File: src/rtl/uart_pkg.sv
// Shared UART definitions: deframer/framer FSM states and oversampling constants.
package uart_pkg;

  typedef enum logic [2:0] {
    StIdle,
    StStart,
    StData,
    StParity,
    StStop,
    StWaitHigh
  } uart_state_e;

  localparam int unsigned Oversample  = 16;
  localparam int unsigned MidBit      = 7;
  localparam int unsigned DefaultDbit = 8;

endpackage

File: src/rtl/rx_sync.sv
// Two-flop synchroniser for the asynchronous RX line; resets to the idle (high) level.
module rx_sync (
  input  logic clk_i,
  input  logic reset_i,
  input  logic d_i,
  output logic q_o
);

  logic meta_q;
  logic sync_q;

  always_ff @(posedge clk_i) begin
    if (reset_i) begin
      meta_q <= 1'b1;
      sync_q <= 1'b1;
    end else begin
      meta_q <= d_i;
      sync_q <= meta_q;
    end
  end

  assign q_o = sync_q;

endmodule

File: src/rtl/uart_rx_deframer.sv
// UART receive deframer: recovers start/data/parity/stop from 16x ticks and holds one byte.
module uart_rx_deframer
  import uart_pkg::*;
#(
  parameter int unsigned DBIT       = DefaultDbit,
  parameter int unsigned OVERSAMPLE = Oversample
) (
  input  logic            clk_i,
  input  logic            reset_i,
  input  logic            rx_i,
  input  logic            s_tick_i,
  input  logic            parity_en_i,
  input  logic            parity_odd_i,
  input  logic            rd_uart_i,
  output logic [DBIT-1:0] r_data_o,
  output logic            rx_ready_o,
  output logic            parity_err_o,
  output logic            framing_err_o,
  output logic            overflow_o,
  output logic            busy_o
);

  localparam int unsigned SW = $clog2(OVERSAMPLE);
  localparam int unsigned NW = (DBIT > 1) ? $clog2(DBIT) : 1;

  uart_state_e     state_q;
  logic [SW-1:0]   s_cnt_q;
  logic [NW-1:0]   n_cnt_q;
  logic [DBIT-1:0] sreg_q;
  logic            perr_q;
  logic [DBIT-1:0] r_data_q;
  logic            rx_ready_q;
  logic            parity_err_q;
  logic            framing_err_q;
  logic            overflow_q;
  logic            rx;
  logic            last_tick;

  rx_sync u_rx_sync (
    .clk_i   (clk_i),
    .reset_i (reset_i),
    .d_i     (rx_i),
    .q_o     (rx)
  );

  assign last_tick = (s_cnt_q == SW'(OVERSAMPLE - 1));

  always_ff @(posedge clk_i) begin
    if (reset_i) begin
      state_q       <= StIdle;
      s_cnt_q       <= '0;
      n_cnt_q       <= '0;
      sreg_q        <= '0;
      perr_q        <= 1'b0;
      r_data_q      <= '0;
      rx_ready_q    <= 1'b0;
      parity_err_q  <= 1'b0;
      framing_err_q <= 1'b0;
      overflow_q    <= 1'b0;
    end else begin
      if (rd_uart_i && rx_ready_q) begin
        rx_ready_q <= 1'b0;
        overflow_q <= 1'b0;
      end
      unique case (state_q)
        StIdle: begin
          if (!rx) begin
            state_q <= StStart;
            s_cnt_q <= '0;
          end
        end
        StStart: begin
          if (s_tick_i) begin
            if (s_cnt_q == SW'(MidBit)) begin
              // A high line at mid start bit is a glitch, not a frame.
              if (!rx) begin
                state_q <= StData;
                s_cnt_q <= '0;
                n_cnt_q <= '0;
              end else begin
                state_q <= StIdle;
              end
            end else begin
              s_cnt_q <= s_cnt_q + 1'b1;
            end
          end
        end
        StData: begin
          if (s_tick_i) begin
            if (last_tick) begin
              sreg_q  <= {rx, sreg_q[DBIT-1:1]};
              s_cnt_q <= '0;
              if (n_cnt_q == NW'(DBIT - 1)) begin
                perr_q  <= 1'b0;
                state_q <= parity_en_i ? StParity : StStop;
              end else begin
                n_cnt_q <= n_cnt_q + 1'b1;
              end
            end else begin
              s_cnt_q <= s_cnt_q + 1'b1;
            end
          end
        end
        StParity: begin
          if (s_tick_i) begin
            if (last_tick) begin
              perr_q  <= ((^sreg_q) ^ rx) != parity_odd_i;
              s_cnt_q <= '0;
              state_q <= StStop;
            end else begin
              s_cnt_q <= s_cnt_q + 1'b1;
            end
          end
        end
        StStop: begin
          if (s_tick_i) begin
            if (last_tick) begin
              s_cnt_q <= '0;
              state_q <= rx ? StIdle : StWaitHigh;
              // A read in the commit cycle frees the holding register for the new byte.
              if (!rx_ready_q || rd_uart_i) begin
                r_data_q      <= sreg_q;
                parity_err_q  <= perr_q;
                framing_err_q <= !rx;
                rx_ready_q    <= 1'b1;
              end else begin
                overflow_q <= 1'b1;
              end
            end else begin
              s_cnt_q <= s_cnt_q + 1'b1;
            end
          end
        end
        StWaitHigh: begin
          if (rx) begin
            state_q <= StIdle;
          end
        end
        default: state_q <= StIdle;
      endcase
    end
  end

  assign r_data_o      = r_data_q;
  assign rx_ready_o    = rx_ready_q;
  assign parity_err_o  = parity_err_q;
  assign framing_err_o = framing_err_q;
  assign overflow_o    = overflow_q;
  assign busy_o        = (state_q != StIdle);

endmodule

File: config.mk
export PLATFORM = sky130hd
export DESIGN_NAME = uart_rx_deframer
export DESIGN_NICKNAME = d
export VERILOG_FILES = /design/src/rtl/uart_pkg.sv /design/src/rtl/rx_sync.sv /design/src/rtl/uart_rx_deframer.sv
export SDC_FILE = /design/constraint.sdc
export NUM_CORES = 1
export LEC_CHECK = 0
export BUFFER_PORTS_ARGS = -buffer_cell sky130_fd_sc_hd__buf_4
export CAP_MARGIN = 20
export CORE_MARGIN = 8
export CORE_UTILIZATION = 55
export CTS_BUF_LIST = sky130_fd_sc_hd__clkbuf_8
export DETAILED_ROUTE_END_ITERATION = 16
export HOLD_SLACK_MARGIN = 0.15
export MAX_ROUTING_LAYER = met4
export PLACE_DENSITY = 0.76
export SLEW_MARGIN = 20
export SYNTH_ARGS = -nofsm -noshare
export SYNTH_HDL_FRONTEND = slang
export SYNTH_HIERARCHICAL = 1
export SYNTH_SLANG_ARGS = --single-unit
File: constraint.sdc
create_clock -name clk_i -period 2.25 [get_ports clk_i]
set_input_delay 0.3375 -clock clk_i [delete_from_list [all_inputs] [get_ports clk_i]]
set_output_delay 0.3375 -clock clk_i [all_outputs]
set_load 0.03 [all_outputs]
# Word level (Yosys, flattened, before mapping)
# Index checks and enable logic that the tools add are counted.
# totals
reg_bits,33
out_inout_bits,13
word_cells,99
# op_classes
addsub,2
eq_ne,23
mux,44
bitwise_logic,1
n_reduce_logical,17
# ops
op,count
3-bit 2-to-1 mux,19
"2-bit inequality test, second input constant",12
4-bit 2-to-1 mux,5
3-bit one-hot mux with 6 select lines,1
1-bit 2-to-1 mux,15
4-bit one-hot mux with 3 select lines,1
11-bit AND reduction,1
"3-bit equality test, second input constant",3
8-bit parity,1
7-bit AND reduction,1
"3-bit by 2-bit equality test with 1-bit output, second input constant",2
3-bit one-hot mux with 2 select lines,1
3-bit AND reduction,2
6-bit AND reduction,1
3-bit nonzero test,2
"4-bit by 1-bit adder with 4-bit output, second input constant",1
"4-bit by 3-bit equality test with 1-bit output, second input constant",1
"4-bit equality test, second input constant",1
"2-bit by 1-bit inequality test with 1-bit output, second input constant",2
4-bit AND reduction,1
2-bit nonzero test,2
"3-bit by 1-bit adder with 3-bit output, second input constant",1
"3-bit by 1-bit equality test with 1-bit output, second input constant",1
3-bit zero test,1
other kinds (8),9

# Depth between registers and ports, before layout
# logic_depth
word_depth,6
mapped_depth,7
mapped_depth_nobuf,7

# By module
# The synthesis kept the hierarchy.
# by_module_without_submodules
module,n_inst,cells_per_inst,area_each_um2,seq_area_each_um2
uart_rx_deframer,1,196,1656.6,620.6
rx_sync,1,4,52.6,40.0

# Worst setup path after synthesis
# OpenSTA, ideal clock, no wires.
# synth_timing
kind,register -> register
from,reg state_q[0]
to,reg state_q[0]
t_arrival_ps,1735
required_ps,2179
slack_ps,444
path_stages_with_launch,7
n_path_buf,1
synth_period_minus_slack_ps,1806
path_cell_list,dfxtp_1 > buf_6 > or3_4 > a21boi_4 > and3_4 > or4_1 > a21oi_1
# synth_via
elab_chain_len,3
word_cells_on_any_way,19
classes_between,16 x eq/ne; 1 x mux; 2 x reduce/logical
# synth_lines
item,line_no,rtl
start: declaration,uart_rx_deframer.sv:26,uart_state_e state_q;
start signal: assignment,uart_rx_deframer.sv:50,state_q <= StIdle;
start signal: assignment,uart_rx_deframer.sv:68,state_q <= StStart;
start signal: assignment,uart_rx_deframer.sv:77,state_q <= StData;
"3-bit equality test, or another cell as far along",uart_rx_deframer.sv:65,unique case (state_q)
2-bit by 1-bit inequality test with 1-bit output (no source line) or 2-bit inequality test (tied branches),-,
11-bit AND reduction (no source line),-,
# Several ways; a longest one is shown, not always the timed one.
# A chain may end at the register's enable or synchronous reset.

# Final worst setup path
# layout_timing
from,reg state_q[0]
to,reg n_cnt_q[0]
# layout_via
elab_chain_len,3
word_cells_on_any_way,11
classes_between,8 x eq/ne; 1 x mux; 2 x reduce/logical
# layout_lines
item,line_no,rtl
3-bit by 1-bit equality test with 1-bit output or 3-bit by 2-bit equality test with 1-bit output (tied branches),uart_rx_deframer.sv:65,
2-bit inequality test (no source line) or 2-bit nonzero test (tied branches),-,
7-bit AND reduction (no source line),-,
end signal: assignment,uart_rx_deframer.sv:97,n_cnt_q <= n_cnt_q + 1'b1;
end: declaration,uart_rx_deframer.sv:28,logic [NW-1:0] n_cnt_q;
# Several ways; a longest one is shown, not always the timed one.

==> results.sh <==
export IMPL_pwr_share_clk_pct=29.7
export IMPL_dieWidth_microns=71.75
export IMPL_wl_per_cell_microns=15.11
export IMPL_io_pins=20
export IMPL_synth_fp_nets=210
export IMPL_viasPerCell=6.028
export IMPL_period_needed_ns=1.969
export IMPL_dieArea_sq_mm=0.005147
export IMPL_synth_cells=200
export IMPL_synthArstFlopShare_pct=0
export IMPL_maxSlewHeadroom_pct=65.58
export IMPL_final_hold_viol_count=0
export IMPL_skew_ns=0.003632
export IMPL_synth_main_ff_cell="dfxtp_1"
export IMPL_path_max_fanout=15
export IMPL_pre_cts_ws_ns=0.2902
export IMPL_avgSynthCellArea_sq_um=8.546
export IMPL_p_comb_share_pct=24.1
export IMPL_regArea_sq_um=660.6
export IMPL_antenna_found_initial=0
export IMPL_diodes=0
export IMPL_cts_htree_levels=2
export IMPL_numCtsBuffers=5
export IMPL_path_cells="or4b_4 > o22ai_2 > nand2_1 > or3_1 > a21oi_1"
export IMPL_gp_congestion=0.8898
export IMPL_clkTransAtPathRegs_ns=0.06
export IMPL_start_util_pct=56.92
export IMPL_critPathArrivalTime_ns=2.19
export IMPL_postCtsSetupBuffers=0
export IMPL_layout_drive_gt1_share_pct=17.73
export IMPL_cts_tree="yes"
export IMPL_num_nets_final=229
export IMPL_whs_ns=0.2311
export IMPL_first_iter_violations=135
export IMPL_slew_viol_final=0
export IMPL_p_int_mw=0.9775
export IMPL_status="complete, no violations"
export IMPL_cp_end_kind="flop"
export IMPL_grt_total_usage_pct=15.92
export IMPL_ant_nets=0
export IMPL_routed_wl_microns=3823
export IMPL_ys_ff_latch=33
export IMPL_fin_ws_ns=0.2812
export IMPL_r2r_start="state_q[0]"
export IMPL_whs_endpoint="u_rx_sync/meta_q"
export IMPL_core_rowCount=20
export IMPL_synth_area_sq_mm=0.001709
export IMPL_holdPathStages=2
export IMPL_grt_overflow=0
export IMPL_mostFrequentLayoutCell="dfxtp_1"
export IMPL_portBuffers=19
export IMPL_crit_family="simple AND/OR/NAND/NOR gates"
export IMPL_cts_sinks=33
export IMPL_setup_tns_final_ns=0
export IMPL_layout_cells_non_filler=253
export IMPL_ys_seq_area_share_pct=38.65
export IMPL_dp_hpwl_microns=2746
export IMPL_rr_worst_depth=5
export IMPL_grt_pass1_vias=1466
export IMPL_pwr_density_cell_mw_per_mm2=730.4
export IMPL_hold_path_class="input pin to flop"
export IMPL_cts_root_buf="clkbuf_8"
export IMPL_setup_viol=0
export IMPL_firstDrtPassIters=4
export IMPL_pwr_share_seq_pct=46.2
export IMPL_critPathSlowestCell="dfxtp_1"
export IMPL_p_sw_mw=0.4508
export IMPL_synth_edf_count=0
export IMPL_die_h_microns=71.75
export IMPL_max_freq_mhz=507.9
export IMPL_nFillCells=256
export IMPL_clk_latency_ns=0.29
export IMPL_worstSetupStartpointType="flop"
export IMPL_grt_max_degree=35
export IMPL_placedCellCount=245
export IMPL_rsz0062_at_grt="no"
export IMPL_worstPathRequired_ns=2.47
export IMPL_fp_coreArea_sq_mm=0.003003
export IMPL_p_leak_nw=0.7008
export IMPL_max_cap_viol_count=0
export IMPL_layout_common_cells="dfxtp_1 (33), a21oi_1 (26), buf_4 (26)"
export IMPL_min_period_over_period_pct=87.50
export IMPL_worst_path_buf_inv=0
export IMPL_p_sw_share_pct=31.56
export IMPL_tightestPinTransition_ns=0.5156
export IMPL_slowest_delay_ns=0.59
export IMPL_syn_to_final_growth_pct=14.42
export IMPL_ir_drop_v=0.0004577
export IMPL_ys_types=46
export IMPL_cts_resized=0
export IMPL_multi_input_area_sq_um=964.7
export IMPL_reg2reg_slack_ns=0.28
export IMPL_clock_path_buffers=2
export IMPL_r2r_end="n_cnt_q[0]"
export IMPL_path_class="flop to flop"
export IMPL_cts_hold_buffers=0
export IMPL_ys_warn_count=6
export IMPL_vias=1525
export IMPL_min_from="rx_i"
export IMPL_grt_pass1_wl_microns=6396
export IMPL_drc=0
==> routing by layer <==
metal  track usage (%)  wire [microns]  vias up
li1                  -               -      754
met1             16.69            1662      723
met2             25.91            1893       40
met3             5.439             199        8
met4             8.390              68        0
met5                 -               0        -
==> stage by stage <==
step           utilization, %  cell area, sq um  power (mW)
2_1_floorplan               -              1709      0.9335
3_3_place_gp            62.38              1873      0.9981
3_5_place_dp            62.38              1873       1.012
4_1_cts                 65.13              1956       1.433
5_1_grt                 65.13              1956       1.496
6_report                65.13              1956       1.428
==> state kept, by name, summed over array words and instances, names as in the netlist, 3 cells and up <==
register	flops
sreg_q	8
r_data_o	8
n_cnt_q	3
state_q	3
s_cnt_q	4
==> kinds of logic after synthesis <==
family | Yosys count | share of synthesized area (%)
and+or+nand+nor | 67 | 21.30
AOI/OAI and AO/OA | 62 | 22.26
DFF | 33 | 38.65
buffers and inverters | 17 | 4.905
xor gates and xnor gates | 9 | 5.417
muxes | 9 | 5.271
adders and majority gates | 3 | 2.196
==> area by class of cell <==
cell class | instances | share of cell area [%]
flip-flops and latches | 33 | 33.78
clock buffers | 5 | 3.519
well taps | 33 | 2.111
repair buffers | 26 | 9.981
clock inverters | 3 | 0.7038
inverters | 3 | 0.5758
multi-input cells | 150 | 49.33
==> power by group through the flow <==
stage	clock [mW]	sequential, mW	combinational (mW)
final	0.425	0.660	0.344
after global routing	0.452	0.665	0.380
after CTS	0.433	0.658	0.342
after detailed placement	0	0.671	0.341
after global placement	0	0.666	0.332
after floorplan	0	0.637	0.297
==> worst max-delay path by stage <==
stage                           from         end  slack, ns  cells past startpoint
after floorplan           state_q[0]  state_q[0]       0.44                      6
after global placement    state_q[1]  state_q[0]       0.35                      5
after detailed placement  state_q[0]  n_cnt_q[0]       0.29                      5
after CTS                 state_q[0]  n_cnt_q[0]       0.27                      5
after global routing      state_q[0]  n_cnt_q[0]       0.13                      5
final                     state_q[0]  n_cnt_q[0]       0.28                      5
==> worst register-to-register path, delay by kind of cell, from the launching register on <==
family	cells	cell delay, ns
DFF	1	0.59
AOI/OAI and AO/OA	2	0.34
and+or+nand+nor	3	0.98
==> synth_stat cells, types with 2 or more instances <==
cell type	number	area [sq um]
dfxtp_1	33	660.6
a21oi_1	26	130.1
nand2_1	16	60.06
o21ai_0	15	75.07
nor2_1	14	52.55
mux2i_1	9	90.09
clkbuf_1	8	30.03
xnor2_1	8	70.07
nand4_1	5	31.28
nor2b_1	5	31.28
buf_2	4	20.02
nand2b_1	4	25.02
nand3_1	4	20.02
nor3_1	4	20.02
a211oi_1	3	22.52
ha_1	3	37.54
inv_1	3	11.26
o21ai_1	3	15.01
a22oi_1	2	15.01
buf_6	2	22.52
nand3b_1	2	15.01
or2_1	2	12.51
or3_1	2	12.51
Power figures use the tool's default switching activity.
